[config.mk]
export PLATFORM = sky130hd
export DESIGN_NAME = stopwatch_display
export DESIGN_NICKNAME = d
export VERILOG_FILES = /design/src/rtl/stopwatch_display.sv
export SDC_FILE = /design/constraint.sdc
export NUM_CORES = 1
export LEC_CHECK = 0
export BUFFER_PORTS_ARGS = -buffer_cell sky130_fd_sc_hd__buf_2
export CAP_MARGIN = 15
export CORE_UTILIZATION = 59
export CTS_CLUSTER_DIAMETER = 50
export DETAILED_ROUTE_END_ITERATION = 8
export PLACE_DENSITY = 0.79
export SYNTH_ARGS = -nofsm -noshare
export SYNTH_HDL_FRONTEND = slang
export SYNTH_SLANG_ARGS = --single-unit
[constraint.sdc]
create_clock -name clk_c -period 2.6 [get_ports clk_c]
set_input_delay 0.26 -clock clk_c [delete_from_list [all_inputs] [get_ports clk_c]]
set_output_delay 0.26 -clock clk_c [all_outputs]
set_load 0.005 [all_outputs]
[src/rtl/stopwatch_display.sv]
`default_nettype none
// ============================================================================
//  Module      : stopwatch_display
//  Description : Drives a 4-digit common-anode seven-segment display from the
//                stopwatch BCD digits. The digits are scanned one at a time.
//                A snapshot taken once per frame keeps each frame coherent.
//                In adjustment mode the selected digit blinks.
//  Revision    : 1.0  initial release
// ============================================================================
module stopwatch_display #(
  parameter int REFRESH_DIV = 100000,
  parameter int BLINK_DIV   = 25000000
) (
  input  logic       clk_c,
  input  logic       reset_c,
  input  logic       ADJ,
  input  logic [1:0] SEL,
  input  logic [3:0] min_tens,
  input  logic [3:0] min_ones,
  input  logic [3:0] sec_tens,
  input  logic [3:0] sec_ones,
  output logic [6:0] seg,
  output logic [3:0] an,
  output logic       dp
);

  localparam int unsigned C_RW = (REFRESH_DIV > 1) ? $clog2(REFRESH_DIV) : 1;
  localparam int unsigned C_BW = (BLINK_DIV > 1) ? $clog2(BLINK_DIV) : 1;
  localparam logic [C_RW-1:0] C_REF_LAST   = C_RW'(REFRESH_DIV - 1);
  localparam logic [C_BW-1:0] C_BLINK_LAST = C_BW'(BLINK_DIV - 1);
  localparam logic [6:0]      C_SEG_BLANK  = 7'b1111111;

  logic [C_RW-1:0] ref_cnt_q, ref_cnt_d;
  logic [1:0]      idx_q, idx_d;
  logic [15:0]     snap_q, snap_d;
  logic [C_BW-1:0] blink_cnt_q, blink_cnt_d;
  logic            blink_off_q, blink_off_d;
  logic [6:0]      seg_q, seg_d;
  logic [3:0]      an_q, an_d;
  logic            dp_q, dp_d;

  logic            ref_wrap;
  logic [3:0]      digit;
  logic            blank;

  // BCD to active-low {g,f,e,d,c,b,a}; non-BCD codes show a dash
  function automatic logic [6:0] decode7(input logic [3:0] d);
    case (d)
      4'd0:    decode7 = 7'b1000000;
      4'd1:    decode7 = 7'b1111001;
      4'd2:    decode7 = 7'b0100100;
      4'd3:    decode7 = 7'b0110000;
      4'd4:    decode7 = 7'b0011001;
      4'd5:    decode7 = 7'b0010010;
      4'd6:    decode7 = 7'b0000010;
      4'd7:    decode7 = 7'b1111000;
      4'd8:    decode7 = 7'b0000000;
      4'd9:    decode7 = 7'b0010000;
      default: decode7 = 7'b0111111;
    endcase
  endfunction

  // Scan counter, frame snapshot and blink timer next-state logic
  always_comb begin
    ref_wrap    = (ref_cnt_q == C_REF_LAST);
    ref_cnt_d   = ref_wrap ? '0 : ref_cnt_q + C_RW'(1);
    idx_d       = ref_wrap ? idx_q + 2'd1 : idx_q;
    snap_d      = snap_q;
    if (ref_wrap && (idx_q == 2'd3)) begin
      snap_d = {min_tens, min_ones, sec_tens, sec_ones};
    end
    // Leaving adjust mode clears the timer so re-entry starts visible
    blink_cnt_d = '0;
    blink_off_d = 1'b0;
    if (ADJ) begin
      if (blink_cnt_q == C_BLINK_LAST) begin
        blink_cnt_d = '0;
        blink_off_d = ~blink_off_q;
      end else begin
        blink_cnt_d = blink_cnt_q + C_BW'(1);
        blink_off_d = blink_off_q;
      end
    end
  end

  // Output decode for the digit currently addressed by idx
  always_comb begin
    case (idx_q)
      2'd0:    digit = snap_q[3:0];
      2'd1:    digit = snap_q[7:4];
      2'd2:    digit = snap_q[11:8];
      default: digit = snap_q[15:12];
    endcase
    // ADJ and SEL act live; SEL shares the anode index encoding
    blank = ADJ && blink_off_q && (idx_q == SEL);
    an_d  = ~(4'b0001 << idx_q);
    seg_d = blank ? C_SEG_BLANK : decode7(digit);
    dp_d  = ((idx_q == 2'd2) && !blank) ? 1'b0 : 1'b1;
  end

  // State and output registers with asynchronous reset
  always_ff @(posedge clk_c or posedge reset_c) begin
    if (reset_c) begin
      ref_cnt_q   <= '0;
      idx_q       <= 2'd0;
      snap_q      <= 16'd0;
      blink_cnt_q <= '0;
      blink_off_q <= 1'b0;
      seg_q       <= C_SEG_BLANK;
      an_q        <= 4'b1111;
      dp_q        <= 1'b1;
    end else begin
      ref_cnt_q   <= ref_cnt_d;
      idx_q       <= idx_d;
      snap_q      <= snap_d;
      blink_cnt_q <= blink_cnt_d;
      blink_off_q <= blink_off_d;
      seg_q       <= seg_d;
      an_q        <= an_d;
      dp_q        <= dp_d;
    end
  end

  assign seg = seg_q;
  assign an  = an_q;
  assign dp  = dp_q;

endmodule
`default_nettype wire

==> results.md, run 1 <==
- Async SR Flop Fraction: 100.0%
- Top cell type's share of synthesized area: 43.19%
- Root Buffer: clkbuf_8
- Synth cell types: 48
- Part of the cycle the worst path needs: 92.83%
- Row cnt: 27
- Slew Limit Fails: 0
- Sw Pwr: 0.5026 mW
- Area contributors post-synth: dfrtp_1 43%, dfstp_2 8.9%, mux2_4 4.2%, xor2_1 4.2%, ha_1 3.5%
- Pleak: 1.808 nW
- Final Setup Violations: 0
- DR vias/cell: 5.806
- Drt pass-1 iters: 4
- HP Class: in -> reg
- Simple-gate share of the synthesized area: 18.19%
- Routed vias: 2,520
- Global router's overall resource usage: 24.67%
- Pwr/cell area: 553.6 nW/um^2
- Reg-to-Reg End: seg[3]
- DR DRC count: 0
- H-Tree Depth: 3
- Synth warn: 0
- Post-synth top area cell: dfrtp_1
- Syn Area/Cell: 11.15 um^2
- Num CTS Buffers: 9
- R2R setup slack: 0.19 ns
- Worst vdd ir: 0.0006105 V
- Top cell types by occurrence after synthesis: 61 x dfrtp_1, 26 x nor2_1, 19 x inv_1, 17 x nand4_1, 17 x xor2_1
- Initial Utilization: 62.65%
- Die area: 6304 um^2
- Clk slew on worst S/H paths: 0.08 ns
- EDFF count, synth: 0
- Synth Instances: 317
- Ant. Diodes: 0
- Setup TNS Final: 0 ns
- R2r startpoint: idx_q[0]
- Synth Flop Type: dfrtp_1
- Worst Hold Depth: 2
- Net Count, Synth: 348
- Max_slew headroom: 64.09%
- Crit path capture type: flop
- Comb pwr share: 5.4%
- Worst path cell trace: inv_1 > ha_1 > a22oi_1 > a22o_1 > clkinv_1 > or4b_2 > nand3_1
- Pint: 1.718 mW
- Mapped Area: 3535 um^2
- Drt wl/cell: 15.75 um
- Port Buffers: 32
- Status: finished clean
- Most common cell in the netlist: dfrtp_1
- Sequential share of the synthesized area: 52.11%
- Area grow syn2layout: 13.49%
- Final min period: 2.414 ns
- Clock Skew: 0.009562 ns
- Critical-path maximum fanout: 10
- Top-Level Pins: 33
- Number of nets in the layout: 388
- Worst r2r path cells: 7
- Hold EP: snap_q[7]
- CTS tree: done
- Area after DPL: 3794 um^2
- Final hold vios: 0
- CTS-repair resized insts: 0
- Die width: 79.40 um
- CP peak stage delay: 0.76 ns
- Num Clock Sinks: 73
- Routed WL: 6834 um
- Compound-Gate Fraction of Synth Area: 8.106%
- Fmax: 0.4143 GHz
- Worst slew pin tran: 0.5237 ns
- Largest net degree at the start of global routing: 63
- Hold path start: sec_tens[3]
- Dpl hpwl: 4725 um
- Finished Cell Area: 4011 um^2
- Vias in the first global route: 2,563
- Core footprint: 5642 um^2
- Clk Latency, worst-skew pair: 0.35 ns
- CP max stage cell: or4b_2
- Die Y: 79.40 um
- Crit path DAT: 2.70 ns
- Share of power burned in registers: 53.2%
- Adder-Cell Fraction of Synth Area: 3.540%
- Seq cells post-synth: 73
- Mux cell area share after synthesis: 7.327%
- CP Launch Type: flop
- Initial DRC Count: 174
- Crit Path Class: reg -> reg
- Remaining global-route overflow: 0
- Post-route ant nets: 0
- XOR/XNOR share of the synthesized area: 7.434%
- Switching Share: 22.64%
- Final core utilization: 71.10%
- Main combinational cell family by area after synthesis: simple AND/OR/NAND/NOR gates
- Initial antenna violation count: 0
- Worst Path Required: 2.89 ns
- Clock network power share: 41.3%
- Clk buf depth: 2
- Number of max-cap violations: 0
- Global placement routability congestion: 0.7582
- Wire length of the first global-routing pass: 11,710 um
- RSZ-0062 raised after global routing: false
- Power, Total: 2.221 mW
- Layout cells sized above 1: 24.59%
## power by group through the flow
stage	registers [mW]	clock network, mW	logic (mW)
2_1_floorplan	1.20	0	0.0704
3_3_place_gp	1.20	0	0.116
3_5_place_dp	1.20	0	0.120
4_1_cts	1.18	0.935	0.122
5_1_grt	1.18	0.980	0.136
6_report	1.18	0.918	0.121
## worst max-delay path by stage
stage / from / endpoint
2_1_floorplan: idx_q[0] / seg[0]
3_5_place_dp: idx_q[0] / seg[3]
5_1_grt: idx_q[0] / seg[3]
6_report: idx_q[0] / seg[3]
3_3_place_gp: idx_q[0] / seg[0]
4_1_cts: idx_q[0] / seg[3]
## flip-flops by register name, summed over array words and instances (netlist names)
name / flops
seg: 7
an: 4
dp: 1
snap_q: 16
blink_cnt_q: 25
blink_off_q: 1
ref_cnt_q: 17
idx_q: 2
## cells in the final DEF (no fill, tap or decap), types with 9 or more instances in the layout
cell	n
dfstp_2	12
nor2_1	26
ha_1	10
or3_1	9
nand3_1	13
xnor2_1	13
a21oi_1	11
nand4_1	17
dfrtp_1	61
o21ai_0	15
inv_1	18
nand2_1	11
mux2_4	10
buf_2	32
clkbuf_8	11
xor2_1	17
## worst max-delay path: cells and delay by family, from the launching register on
kind,cells,cell delay [ns]
AO/OA/AOI/OAI,2,0.39
AND/OR/NAND/NOR,2,0.87
adder cells (fa/ha/maj),1,0.28
buffers and inverters,2,0.37
flip-flops,1,0.44
## layer usage
| metal | GRT usage [%] | up-vias | share of wire, % |
|---|---|---|---|
| met4 | 12.00 | 0 | 2.4 |
| li1 | - | 1213 | - |
| met3 | 6.057 | 15 | 3.4 |
| met2 | 39.14 | 58 | 48 |
| met1 | 31.66 | 1234 | 46 |
| met5 | 0 | - | 0 |
## timing repair
action | in CTS | in global routing
buffers inserted | 0 | 0
endpoints found under the hold margin | 10 | 0
hold buffers | 1 | 0
## metrics by stage
step | setup slack (ns) | cells | hold slack [ns]
final | 0.1864 | 434 | 0.1375
after global routing | 0.02790 | 434 | 0.1228
after CTS | 0.2256 | 434 | 0.1241
after detailed placement | 0.2610 | 417 | 0.2118
after global placement | 0.4003 | 417 | 0.2158
after floorplan | 0.5031 | 317 | 0.4085
## logic make-up after synthesis
logic type,after synthesis
simple gates,110
flops,73
compound gates,45
xor+xnor,30
buf+inv,29
mux,20
fa+ha+maj,10
## cell type report
type,count,area [um^2]
sequential,73,1842
fill,381,1630
multi-input combinational,215,1577
timing repair buffer,38,220.2
clock buffer,12,155.1
tap,72,90.09
inverter,20,75.07
clock inverter,4,52.55
Power figures use the tool's default switching activity.
==> run 2, diff against run 1 <==
--- a/config.mk
+++ b/config.mk
@@ -7,10 +7,11 @@
 export LEC_CHECK = 0
 export BUFFER_PORTS_ARGS = -buffer_cell sky130_fd_sc_hd__buf_2
 export CAP_MARGIN = 15
-export CORE_UTILIZATION = 59
+export CORE_UTILIZATION = 60
 export CTS_CLUSTER_DIAMETER = 50
 export DETAILED_ROUTE_END_ITERATION = 8
-export PLACE_DENSITY = 0.79
+export GPL_TIMING_DRIVEN = 1
+export PLACE_DENSITY = 0.8
 export SYNTH_ARGS = -nofsm -noshare
 export SYNTH_HDL_FRONTEND = slang
 export SYNTH_SLANG_ARGS = --single-unit
==> constraint.sdc (replaced) <==
create_clock -name clk_c -period 2.8 [get_ports clk_c]
set_input_delay 0.28 -clock clk_c [delete_from_list [all_inputs] [get_ports clk_c]]
set_output_delay 0.28 -clock clk_c [all_outputs]
set_load 0.005 [all_outputs]
==> results.md, run 2 (synthesized netlist as in run 1, its figures left out) <==
- Status: finished clean
- Crit Path Class: reg -> reg
- Clk slew on worst S/H paths: 0.08 ns (about the same)
- H-Tree Depth: 3 (unchanged)
- Fillers: 411 (+7.9%)
- Worst r2r path cells: 7 (unchanged)
- CTS tree: done
- Biggest regs: blink_cnt_q: 25 flops, ref_cnt_q: 17 flops, snap_q: 16 flops
- Vias in the first global route: 2,453 (-4.3%)
- Min Hold Slack: 0.05389 ns (-0.08363 ns)
- CP max stage cell: or4b_2
- Slew Limit Fails: 0 (unchanged)
- Die width: 78.76 um (-0.81%)
- Number of nets in the layout: 386 (-0.52%)
- Met1 usage: 31.69% (about the same)
- Post-route ant nets: 0 (unchanged)
- Most frequent cells in the layout: 61 x dfrtp_1, 32 x buf_2, 26 x nor2_1
- Initial DRC Count: 132 (-24%)
- Register Area: 1842 um^2 (unchanged)
- Reg-to-Reg End: seg[3]
- Fmax: 0.4192 GHz (+1.2%)
- Worst Path Required: 3.08 ns (+0.19 ns)
- Row cnt: 27 (unchanged)
- Setup TNS Final: 0 ns (unchanged)
- Clock network power share: 40.9% (-0.4 points)
- Comb pwr share: 5.3% (about the same)
- Num CTS Buffers: 9 (unchanged)
- Switching Share: 23.95% (+1.3 points)
- Worst slew pin tran: 0.7700 ns (+0.2463 ns)
- Clock Skew: 0.01245 ns (+0.002890 ns)
- R2r startpoint: idx_q[0]
- Drt pass-1 iters: 4 (unchanged)
- CTS-repair resized insts: 0 (unchanged)
- Final min period: 2.385 ns (-0.02827 ns)
- Num Clock Sinks: 73 (unchanged)
- CP peak stage delay: 0.74 ns (-0.02 ns)
- Sw Pwr: 0.4884 mW (-2.8%)
- Pwr/cell area: 511.5 nW/um^2 (-7.6%)
- R2R setup slack: 0.41 ns (+0.23 ns)
- Remaining global-route overflow: 0 (unchanged)
- Largest Register: blink_cnt_q
- Pre-CTS WS: 0.4670 ns (+0.2061 ns)
- Wire length of the first global-routing pass: 11,320 um (-3.3%)
- CP Launch Type: flop
- Dpl hpwl: 4796 um (+1.5%)
- Ant. Diodes: 0 (unchanged)
- Placed Cells: 416 (-0.24%)
- DR vias/cell: 5.836 (+0.50%)
- Global router's overall resource usage: 23.95% (-0.72 points)
- Fin cells: 432 (-0.46%)
- RSZ-0062 raised after global routing: false
- Met2 Track Usage GR: 37.39% (-1.7 points)
- Worst path cell trace: inv_1 > ha_1 > a22oi_1 > a22o_1 > clkinv_1 > or4b_2 > nand3_1
- Power, Total: 2.039 mW (-8.2%)
- Top-Level Pins: 33 (unchanged)
- HP Class: in -> async
- Pint: 1.551 mW (-9.7%)
- Commonest non-fill, non-tap cell in the layout: dfrtp_1
- Die Y: 78.76 um (-0.81%)
- Initial antenna violation count: 1 (+1)
- Routed vias: 2,521 (+0.040%)
- Largest net degree at the start of global routing: 40 (-37%)
- Max reg flops: 25 (unchanged)
- Drt wl/cell: 15.44 um (-1.9%)
- Setup bufs post-CTS: 0 (unchanged)
- Routed WL: 6671 um (-2.4%)
- Die area: 6202 um^2 (-1.6%)
- Part of the cycle the worst path needs: 85.19% (-7.6 points)
- Pleak: 1.804 nW (-0.20%)
- Final WS setup: 0.4147 ns (+0.2283 ns)
- GRT busiest layer: met2
- Area after DPL: 3786 um^2 (-0.20%)
- Met3 usage: 5.402% (-0.65 points)
- Core footprint: 5608 um^2 (-0.60%)
- Worst vdd ir: 0.0003731 V (-39%)
- Initial Utilization: 63.03% (+0.38 points)
- Root Buffer: clkbuf_8
- Area of the multi-input gates: 1577 um^2 (unchanged)
- Critical-path maximum fanout: 10 (unchanged)
- DR DRC count: 0 (unchanged)
- Clk buf depth: 2 (unchanged)
- Clk Latency, worst-skew pair: 0.35 ns (about the same)
- Global placement routability congestion: 0.7892 (+4.1%)
- Max_slew headroom: 47.20% (-17 points)
- Hold Buf Count CTS: 0 (-1)
- Share of power burned in registers: 53.8% (+0.6 points)
- Final Setup Violations: 0 (unchanged)
- Final hold vios: 0 (unchanged)
- Layout cells sized above 1: 24.72% (+0.14 points)
- Final core utilization: 71.11% (about the same)
- Port Buffers: 32 (unchanged)
- Finished Cell Area: 3988 um^2 (-0.59%)
- Crit path DAT: 2.66 ns (-0.04 ns)
- Area grow syn2layout: 12.81%
- Crit path capture type: flop
- Number of max-cap violations: 0 (unchanged)
[run 2: cell count changes in the layout (fill, tap and decap cells not counted), sizes merged]
cell         delta
dlygate4sd3     -1
buf             -1
clkinvlp        -2
clkinv          +3
inv             +2
clkbuf          -3
[run 2: area by class of cell]
class / count / share of cell area, %
clock buffers: 9 / 3.106
clock inverters: 7 / 1.945
inverters: 20 / 1.883
multi-input cells: 215 / 39.54
flip-flops and latches: 73 / 46.19
well taps: 72 / 2.259
repair buffers: 36 / 5.083
[run 2: routing by layer]
metal	wire, um	vias to the layer above
li1	-	1207
met1	3082	1254
met2	3185	45
met3	250	15
met4	151	0
met5	0	-
[run 2: worst max path at each step]
stage / from / endpoint / slack [ns]
after detailed placement: idx_q[0] / seg[3] / 0.47
after CTS: idx_q[0] / seg[3] / 0.44
after floorplan: reset_c / blink_cnt_q[0] / 0.69
after global routing: idx_q[0] / seg[3] / 0.25
after global placement: idx_q[1] / seg[3] / 0.61
final: idx_q[0] / seg[3] / 0.41
[run 2: critical path: cells and delay by family (launching register included)]
kind,cells,cell delay (ns)
AO/OA/AOI/OAI,2,0.39
adder cells (fa/ha/maj),1,0.29
buffers and inverters,2,0.35
flip-flops,1,0.44
AND/OR/NAND/NOR,2,0.86
[run 2: power groups by stage]
stage | Clock (mW) | Combinational [mW] | Sequential (mW)
global route | 0.887 | 0.123 | 1.10
detailed placement | 0 | 0.109 | 1.12
finish | 0.834 | 0.107 | 1.10
floorplan | 0 | 0.0654 | 1.11
CTS | 0.846 | 0.109 | 1.10
global placement | 0 | 0.106 | 1.12
==> run 3, diff against run 2 <==
--- a/config.mk
+++ b/config.mk
@@ -7,11 +7,10 @@
 export LEC_CHECK = 0
 export BUFFER_PORTS_ARGS = -buffer_cell sky130_fd_sc_hd__buf_2
 export CAP_MARGIN = 15
-export CORE_UTILIZATION = 60
+export CORE_UTILIZATION = 30
 export CTS_CLUSTER_DIAMETER = 50
 export DETAILED_ROUTE_END_ITERATION = 8
 export GPL_TIMING_DRIVEN = 1
-export PLACE_DENSITY = 0.8
 export SYNTH_ARGS = -nofsm -noshare
 export SYNTH_HDL_FRONTEND = slang
 export SYNTH_SLANG_ARGS = --single-unit
==> results.md, run 3 (synthesized netlist as in run 1, its figures left out) <==
- Switching Share: 19.85% (-4.1 points)
- Crit path capture type: flop
- Worst vdd ir: 0.0003896 V (+4.4%)
- Num Clock Sinks: 73 (unchanged)
- Commonest non-fill, non-tap cell in the layout: dfrtp_1
- Global placement routability congestion: 0.7958 (+0.84%)
- Final Setup Violations: 0 (unchanged)
- Clock Skew: 0.005606 ns (-0.006846 ns)
- Area of the multi-input gates: 1577 um^2 (unchanged)
- Met1 usage: 16.09% (-16 points)
- Worst path cell trace: inv_1 > ha_1 > a222oi_1 > mux2i_1 > or4b_2 > nand3_1
- Sw Pwr: 0.4955 mW (+1.5%)
- RSZ-0062 raised after global routing: false
- Largest net degree at the start of global routing: 42 (+5.0%)
- Remaining global-route overflow: 0 (unchanged)
- DR vias/cell: 4.920 (-16%)
- Max_slew headroom: 49.80% (+2.6 points)
- Worst slew pin tran: 0.7321 ns (-0.03787 ns)
- Most frequent cells in the layout: 61 x dfrtp_1, 32 x buf_2, 26 x nor2_1
- Pleak: 1.861 nW (+3.2%)
- Number of nets in the layout: 385 (-0.26%)
- DR DRC count: 0 (unchanged)
- CP max stage cell: or4b_2
- Hold Buf Count CTS: 0 (unchanged)
- CP peak stage delay: 0.73 ns (about the same)
- Clk buf depth: 2 (unchanged)
- Worst Path Required: 3.06 ns (-0.02 ns)
- Pwr/cell area: 593.7 nW/um^2 (+16%)
- Finished Cell Area: 4204 um^2 (+5.4%)
- Critical-path maximum fanout: 11 (+1)
- Critical path buffers and inverters: 1 (-1)
- Part of the cycle the worst path needs: 89.00% (+3.8 points)
- Fillers: 1,090 (+170%)
- Initial antenna violation count: 0 (-1)
- Initial DRC Count: 139 (+5.3%)
- Pint: 2.000 mW (+29%)
- Min Hold Slack: 0.07427 ns (+0.02038 ns)
- CTS tree: done
- Num CTS Buffers: 9 (unchanged)
- Crit path DAT: 2.75 ns (+0.09 ns)
- Dpl hpwl: 4781 um (-0.33%)
- Met3 usage: 3.293% (-2.1 points)
- Initial Utilization: 30.82% (-32 points)
- H-Tree Depth: 3 (unchanged)
- CTS-repair resized insts: 0 (unchanged)
- Drt pass-1 iters: 4 (unchanged)
- Share of power burned in registers: 44.0% (-9.8 points)
- Routed vias: 2,470 (-2.0%)
- Die area: 12,220 um^2 (+97%)
- Area after DPL: 3867 um^2 (+2.1%)
- Clk Latency, worst-skew pair: 0.32 ns (-0.03 ns)
- CP Launch Type: flop
- Register Area: 1842 um^2 (unchanged)
- Max reg flops: 25 (unchanged)
- Setup bufs post-CTS: 0 (unchanged)
- Row cnt: 39 (+44%)
- Die Y: 110.5 um (+40%)
- Global router's overall resource usage: 11.95% (-12 points)
- Met2 Track Usage GR: 18.47% (-19 points)
- Clock network power share: 51.7% (+11 points)
- Routed WL: 6739 um (+1.0%)
- Ant. Diodes: 0 (unchanged)
- GRT busiest layer: met2
- Vias in the first global route: 2,516 (+2.6%)
- Layout cells sized above 1: 24.23% (-0.49 points)
- Post-route ant nets: 0 (unchanged)
- Number of max-cap violations: 0 (unchanged)
- Setup TNS Final: 0 ns (unchanged)
- Core footprint: 11,470 um^2 (+100%)
- Largest Register: blink_cnt_q
- Status: finished clean
- Wire length of the first global-routing pass: 11,850 um (+4.6%)
- Die width: 110.5 um (+40%)
- Biggest regs: blink_cnt_q: 25 flops, ref_cnt_q: 17 flops, snap_q: 16 flops
- Slew Limit Fails: 0 (unchanged)
- Clk slew on worst S/H paths: 0.06 ns (-0.02 ns)
- Root Buffer: clkbuf_16
- Final min period: 2.492 ns (+0.1068 ns)
- Top-Level Pins: 33 (unchanged)
- Fmax: 0.4013 GHz (-4.3%)
- Final hold vios: 0 (unchanged)
- Drt wl/cell: 13.42 um (-13%)
- Crit Path Class: reg -> reg
- Final core utilization: 36.66% (-34 points)
- HP Class: in -> async
- Area grow syn2layout: 18.94%
- CP top delay family: simple AND/OR/NAND/NOR gates
- Port Buffers: 32 (unchanged)
- Comb pwr share: 4.3% (-1.0 points)
## run 3: changes by cell type in the layout (fill, tap and decap cells not counted), sizes merged
cell	delta
buf	-1
clkinv	-1
inv	-2
bufinv	+2
clkbuf	+1
## run 3: final timing paths
path	slack (ns)	startpoint	cells past startpoint	endpoint
worst max-delay path	0.31	idx_q[0]	6	seg[0]
worst min-delay path	0.07	reset_c	2	ref_cnt_q[11]
worst max register to register	0.31	idx_q[0]	6	seg[0]
worst min register to register	0.49	blink_cnt_q[0]	1	blink_cnt_q[0]
max in group asynchronous	2.00	reset_c	3	seg[4]
min in group clk_c	0.18	min_ones[2]	2	snap_q[10]
## run 3: power by group through the flow
stage               Sequential [mW]  Clock, mW  Combinational [mW]
floorplan                      1.11          0              0.0654
global placement               1.12          0               0.107
detailed placement             1.12          0               0.110
CTS                            1.10       1.32               0.110
global route                   1.10       1.37               0.123
finish                         1.10       1.29               0.108
## run 3: final cells by class
cell class,count,area share [%]
multi-input combinational,215,37.50
sequential,73,43.81
tap,143,4.256
clock inverter,6,2.560
clock buffer,10,5.446
inverter,20,1.786
timing repair buffer,35,4.643
## run 3: stage by stage
| step | cells | power, mW | setup slack (ns) |
|---|---|---|---|
| 5_1_grt | 502 | 2.590 | 0.1893 |
| 3_3_place_gp | 486 | 1.224 | 0.5373 |
| 4_1_cts | 502 | 2.529 | 0.3247 |
| 2_1_floorplan | 317 | 1.179 | 0.6866 |
| 3_5_place_dp | 486 | 1.226 | 0.3569 |
| 6_report | 502 | 2.496 | 0.3079 |
## run 3: metal layers
metal  up-vias  wire (um)
li1       1200          -
met1      1207       3283
met2        55       3121
met3         8        257
met4         0         77
met5         -          0
## run 3: worst reg2reg max path: cells and delay by family (launching register included)
family                     cells  cell delay (ns)
adders and majority gates      1             0.31
buffers and inverters          1             0.13
muxes                          1             0.32
DFF                            1             0.43
AOI/OAI and AO/OA              1             0.41
and+or+nand+nor                2             0.83
